===== src/rtl/tlul_pkg.sv =====
// Minimal TL-UL bus package: A/D channel opcodes and the host<->device channel structs.
package tlul_pkg;

  parameter int unsigned TlAw  = 32;
  parameter int unsigned TlDw  = 32;
  parameter int unsigned TlAiw = 8;
  parameter int unsigned TlDiw = 1;
  parameter int unsigned TlDbw = TlDw / 8;
  parameter int unsigned TlSzw = 2;
  parameter int unsigned TlUw  = 16;

  typedef enum logic [2:0] {
    PutFullData    = 3'h0,
    PutPartialData = 3'h1,
    Get            = 3'h4
  } tl_a_op_e;

  typedef enum logic [2:0] {
    AccessAck     = 3'h0,
    AccessAckData = 3'h1
  } tl_d_op_e;

  typedef struct packed {
    logic             a_valid;
    tl_a_op_e         a_opcode;
    logic [2:0]       a_param;
    logic [TlSzw-1:0] a_size;
    logic [TlAiw-1:0] a_source;
    logic [TlAw-1:0]  a_address;
    logic [TlDbw-1:0] a_mask;
    logic [TlDw-1:0]  a_data;
    logic [TlUw-1:0]  a_user;
    logic             d_ready;
  } tl_h2d_t;

  typedef struct packed {
    logic             d_valid;
    tl_d_op_e         d_opcode;
    logic [2:0]       d_param;
    logic [TlSzw-1:0] d_size;
    logic [TlAiw-1:0] d_source;
    logic [TlDiw-1:0] d_sink;
    logic [TlDw-1:0]  d_data;
    logic [TlUw-1:0]  d_user;
    logic             d_error;
    logic             a_ready;
  } tl_d2h_t;

endpackage


===== src/rtl/tlul_host_master.sv =====
// TL-UL host: converts a req/gnt/rvalid core interface into TL-UL A-channel beats and
// returns D-channel responses in arrival order. Synchronous active-low reset.
module tlul_host_master
  import tlul_pkg::*;
#(
  parameter int unsigned AddrW          = 32,
  parameter int unsigned MaxOutstanding = 2,
  parameter int unsigned SrcW           = 4
) (
  input  logic             clk_i,
  input  logic             rst_ni,
  input  logic             req_i,
  input  logic             we_i,
  input  logic [AddrW-1:0] addr_i,
  input  logic [31:0]      wdata_i,
  input  logic [3:0]       be_i,
  output logic             gnt_o,
  output logic             rvalid_o,
  output logic [31:0]      rdata_o,
  output logic             err_o,
  output logic             busy_o,
  output logic             proto_err_o,
  output tl_h2d_t          tl_o,
  input  tl_d2h_t          tl_i
);

  localparam int unsigned CntW = $clog2(MaxOutstanding + 1);
  localparam logic [CntW:0] MaxInflight = (CntW + 1)'(MaxOutstanding);

  typedef enum logic [0:0] {
    AIdle,
    APend
  } a_state_e;

  a_state_e          a_state_q;
  tl_a_op_e          a_opcode_q;
  logic [TlAw-1:0]   a_address_q;
  logic [3:0]        a_mask_q;
  logic [31:0]       a_data_q;
  logic [SrcW-1:0]   a_source_q;

  logic [CntW-1:0]   out_q;
  logic [SrcW-1:0]   src_q;
  logic              rvalid_q;
  logic [31:0]       rdata_q;
  logic              err_q;
  logic              proto_err_q;

  logic              a_valid;
  logic              a_hs;
  logic              slot_free;
  logic [CntW:0]     inflight;
  logic              room;
  logic              capture;
  logic              d_expected;
  logic              d_accept;
  logic              d_unexp;

  tl_a_op_e          new_opcode;
  logic [TlAw-1:0]   new_address;
  logic [3:0]        new_mask;
  logic [31:0]       new_data;
  logic [SrcW-1:0]   new_source;

  assign a_valid   = (a_state_q == APend);
  assign a_hs      = a_valid & tl_i.a_ready;
  assign slot_free = (a_state_q == AIdle) | a_hs;
  // A beat still waiting for a_ready already occupies an outstanding slot.
  assign inflight  = {1'b0, out_q} + (CntW + 1)'(a_valid);
  assign room      = inflight < MaxInflight;
  assign capture   = rst_ni & req_i & slot_free & room;
  assign gnt_o     = capture;

  // A response is legal if something is outstanding or its request completes this very cycle.
  assign d_expected = (out_q != '0) | a_hs;
  assign d_accept   = tl_i.d_valid & d_expected;
  assign d_unexp    = tl_i.d_valid & ~d_expected;

  // Encode the A-channel fields for a request being captured this cycle.
  always_comb begin
    new_address              = '0;
    new_address[AddrW-1:0]   = addr_i;
    // The beat handshaking now still owns src_q, so a same-cycle capture takes the next tag.
    new_source               = src_q + SrcW'(a_hs);
    if (!we_i) begin
      new_opcode = Get;
      new_mask   = 4'hF;
      new_data   = '0;
    end else begin
      new_opcode = (be_i == 4'hF) ? PutFullData : PutPartialData;
      new_mask   = be_i;
      new_data   = wdata_i;
    end
  end

  // A-channel FSM: holds one beat stable until a_ready, reloads on same-cycle capture.
  always_ff @(posedge clk_i) begin
    if (!rst_ni) begin
      a_state_q   <= AIdle;
      a_opcode_q  <= PutFullData;
      a_address_q <= '0;
      a_mask_q    <= '0;
      a_data_q    <= '0;
      a_source_q  <= '0;
    end else begin
      unique case (a_state_q)
        AIdle: begin
          if (capture) a_state_q <= APend;
        end
        APend: begin
          if (!capture && a_hs) a_state_q <= AIdle;
        end
        default: a_state_q <= AIdle;
      endcase
      if (capture) begin
        a_opcode_q  <= new_opcode;
        a_address_q <= new_address;
        a_mask_q    <= new_mask;
        a_data_q    <= new_data;
        a_source_q  <= new_source;
      end
    end
  end

  // Outstanding/source bookkeeping and registered response delivery.
  always_ff @(posedge clk_i) begin
    if (!rst_ni) begin
      out_q       <= '0;
      src_q       <= '0;
      rvalid_q    <= 1'b0;
      rdata_q     <= '0;
      err_q       <= 1'b0;
      proto_err_q <= 1'b0;
    end else begin
      if (a_hs && !d_accept) begin
        out_q <= out_q + 1'b1;
      end else if (!a_hs && d_accept) begin
        out_q <= out_q - 1'b1;
      end
      if (a_hs) src_q <= src_q + 1'b1;
      rvalid_q <= d_accept;
      if (d_accept) begin
        // Write acks carry no data; whatever the device drives on d_data is ignored.
        rdata_q <= (tl_i.d_opcode == AccessAckData) ? tl_i.d_data : '0;
        err_q   <= tl_i.d_error;
      end
      if (d_unexp) proto_err_q <= 1'b1;
    end
  end

  // Drive the host-to-device channel from the A registers; d_ready is tied high.
  always_comb begin
    tl_o           = '0;
    tl_o.a_valid   = a_valid;
    tl_o.a_opcode  = a_opcode_q;
    tl_o.a_param   = '0;
    tl_o.a_size    = (a_state_q == APend || a_mask_q != '0) ? 2'd2 : 2'd0;
    tl_o.a_source  = TlAiw'(a_source_q);
    tl_o.a_address = a_address_q;
    tl_o.a_mask    = a_mask_q;
    tl_o.a_data    = a_data_q;
    tl_o.a_user    = '0;
    tl_o.d_ready   = 1'b1;
  end

  assign rvalid_o    = rvalid_q;
  assign rdata_o     = rdata_q;
  assign err_o       = err_q;
  assign busy_o      = (out_q != '0) | a_valid;
  assign proto_err_o = proto_err_q;

endmodule


===== config.mk =====
export PLATFORM = sky130hd
export DESIGN_NAME = tlul_host_master
export DESIGN_NICKNAME = d
export VERILOG_FILES = /design/src/rtl/tlul_pkg.sv /design/src/rtl/tlul_host_master.sv
export SDC_FILE = /design/constraint.sdc
export NUM_CORES = 1
export LEC_CHECK = 0
export ABC_AREA = 0
export CAP_MARGIN = 20
export CORE_ASPECT_RATIO = 0.8
export CORE_MARGIN = 4
export CORE_UTILIZATION = 38
export DETAILED_ROUTE_END_ITERATION = 8
export PLACE_DENSITY = 0.76
export SLEW_MARGIN = 20
export SYNTH_ARGS = -nofsm -noshare
export SYNTH_HDL_FRONTEND = slang
export SYNTH_SLANG_ARGS = --single-unit

===== constraint.sdc =====
create_clock -name clk_i -period 1.94 [get_ports clk_i]
set_clock_uncertainty 0.05 [all_clocks]
set_input_delay 0.485 -clock clk_i [delete_from_list [all_inputs] [get_ports clk_i]]
set_output_delay 0.485 -clock clk_i [all_outputs]
set_load 0.02 [all_outputs]

==> run_results.csv <==
group,metric,value,unit
run_status,status,"finished, final reports clean",
die,io_pins,279,
hold_path,hold_class,"flip-flop to flip-flop",
clocking,clkSinkCount,116,
setup_path,crit_path_end,"gnt_o",
sta,slew_viol_final,0,
clocking,cts-htree-levels,4,
placed_design,dpl.hpwl,10200,um
global_route,globalRoute.totalOverflow,0,
synth,yosysSeqAreaShare,47.5,%
placed_design,io_buffers,222,
synth,ys_async_sr_fraction,0,%
setup_path,critPathCaptureType,"primary output",
setup_path,reg2reg_slack,0.28,ns
setup_path,worstPathArrival,1.38,ns
routing,dr.first_iter.drc_count,215,
final_layout,nFillCells,999,
setup_path,cpPeakStageDelay,0.35,ns
setup_path,startpoint,"out_q[0]",
power_and_ir_drop,p_leak,3.30,nW
sta,finalCritPeriodShare,98.6,%
global_route,antenna_found_initial,0,
sta,whs,0.395,ns
final_layout,multi_input_area,2190,um2
final_layout,layout_common_cells,"clkdlybuf4s50_1, nand2_1, dfxtp_1",
sta,worst_slew_pin_slew,0.712,ns
placed_design,placed_area,7150,um2
sta,rsz0062_at_grt,"true",
final_layout,final_design_area_no_fill,7810,um2
die,die_h,110,um
synth,yosysUniqueCellTypes,38,
global_route,grt_pass1_wl,22400,um
final_layout,areaGrowthSynthToFinish,59.7,%
sta,hold_violations,0,
routing,viasPerCell,4.78,
global_route,grt_pass1_vias,4503,
final_layout,layout_commonest_cell,"clkdlybuf4s50_1",
clocking,cts.path.max_buffers,2,
routing,wirelength,14400,um
setup_path,path_buf_inv,2,
run,drv_cap,0,
routing,antenna_left,0,
die,core_area,12400,um2
synth,syn_area_per_cell,8.90,um2
setup_path,path_delay_family,"compound AO/OA/AOI/OAI gates",
routing,drc,0,
sta,fin_crit,1.91,ns
synth,yosys-top-cells-area,"dfxtp_1, nand2_1, a21boi_1",
die,start_util,39.5,%
setup_path,critical_path_depth,4,
synth,yosys_register_bits,116,
synth,yosysWarnings,0,
synth,netlist_area,4890,um2
die,die_area,14800,um2
sta,max_freq,523,MHz
setup_path,path_class,"flip-flop to primary output",
setup_path,crit_path_top_delay_cell,"a211o_4",
final_layout,seq_area,2320,um2
global_route,grt_max_degree,117,
synth,synthCells,550,
final_layout,final_util,63.1,%
final_layout,layout-drive-gt1-share,9.56,%
setup_path,worstPathCellList,"nand2b_4 -> a211o_4 -> inv_8 -> buf_6",
synth,netlist.area_leader.share,47.5,%
routing,routedWlPerCell,15.2,um
routing,vias,4514,
final_layout,nets,905,
power_and_ir_drop,power,6.33,mW
setup_path,rr_startpoint,"out_q[1]",
die,fp-row-count,36,
synth,synth_edf_count,0,
routing,first_pass_iters,4,
clocking,clk_pin_slew_worst_paths,0.05,ns
setup_path,r2r-end,"a_address_q[15]",
die,die_x,135,um
clocking,cts_root_buf,"clkbuf_16",
setup_path,reg2reg_depth,5,
setup_path,cp.required,1.40,ns
clocking,cts_buffers,17,
synth,yosys.area.top_type,"dfxtp_1",
setup_path,path_max_fanout,3,
clocking,clk_latency,0.40,ns
power_and_ir_drop,ir_drop,0.507,mV
sta,finalSetupViolCount,0,
power_and_ir_drop,powerDensity,811,nW/um2
synth,synth_flop_cell,"dfxtp_1",
final_layout,antenna_cells,0,
placed_design,gp_congestion,0.755,
sta,max_slew_margin,52.5,%
setup_path,start_kind,"flip-flop",
global_route,grt_usage,19.0,%
clocking,cts_tree,"built",
==> per-stage QoR <==
step                      TNS (ns)  setup WS (ns)  std cells
final                            0         0.0268        945
after global routing       -0.0222        -0.0222        945
after CTS                  -0.0554        -0.0554        943
after detailed placement    -28.79         -0.311        912
after global placement      -25.03         -0.267        912
after floorplan                  0         0.0975        574
==> power breakdown <==
part	total (mW)	leakage (nW)	internal, mW	switching (mW)
Clock	3.01	0.274	1.94	1.07
Sequential	2.50	0.943	2.46	0.0401
Combinational	0.829	2.08	0.431	0.398
Total	6.33	3.30	4.82	1.51
==> state kept, by name (all words and copies together), names as in the netlist <==
signal,flops
a_address_q,32
a_data_q,32
a_mask_q,4
a_opcode_q,2
a_source_q,4
a_state_q,1
err_o,1
out_q,2
proto_err_o,1
rdata_o,32
rvalid_o,1
src_q,4
==> worst min-delay path: stages, from the launching register on <==
cell	delay [ns]
dfxtp_1	0.30
nand2_1	0.05
a21boi_1	0.05
==> worst min-delay path by stage <==
stage | cells after the start | from | endpoint
4_1_cts | 2 | a_data_q[18] | a_data_q[18]
6_report | 2 | a_data_q[18] | a_data_q[18]
2_1_floorplan | 2 | src_q[1] | src_q[1]
3_5_place_dp | 2 | a_data_q[18] | a_data_q[18]
3_3_place_gp | 2 | a_data_q[22] | a_data_q[22]
5_1_grt | 2 | a_data_q[15] | a_data_q[15]
==> cell usage after synthesis, types with 2 or more instances <==
cell type    n
ha_1         3
buf_6       10
clkbuf_1    22
nand3_1     57
a21boi_1    65
buf_4       31
and2_1       4
nand2_1    144
o211a_1      6
xnor2_1      4
nand2b_1     2
a21boi_2     5
nand3b_1     4
nand3_2     10
o21ai_0      2
a21oi_1      2
nand4_1      2
buf_2        8
a21boi_0    32
dfxtp_1    116
nor2_1       2
conb_1       2
nor3_1       2
==> final cells by class <==
cell class	instances	share of cell area, %
Sequential cell	116	29.8
Multi-Input combinational cell	384	28.1
Tap cell	171	2.74
Clock inverter	10	1.38
Inverter	2	0.192
Timing Repair Buffer	241	32.0
Clock buffer	21	5.89
==> what timing repair did <==
action,in CTS,in global routing
hold buffers,0,0
gates resized for setup,13,30
buffers inserted,0,2
endpoints found under the setup margin,9,25
pin swaps,1,1
==> metal layers <==
metal,wire [um],global-route usage [%]
met2,6920,32.5
met1,5600,20.8
met4,328,6.61
met5,0,0
met3,1510,8.97
==> logic make-up after synthesis <==
logic type	share of synthesized area, %
AO/OA/AOI/OAI	19.0
XOR/XNOR	0.895
adder cells (fa/ha/maj)	0.767
buffers and inverters	10.1
flip-flops	47.5
other	0.153
AND/OR/NAND/NOR	21.6
(Power assumes the default switching activity.)
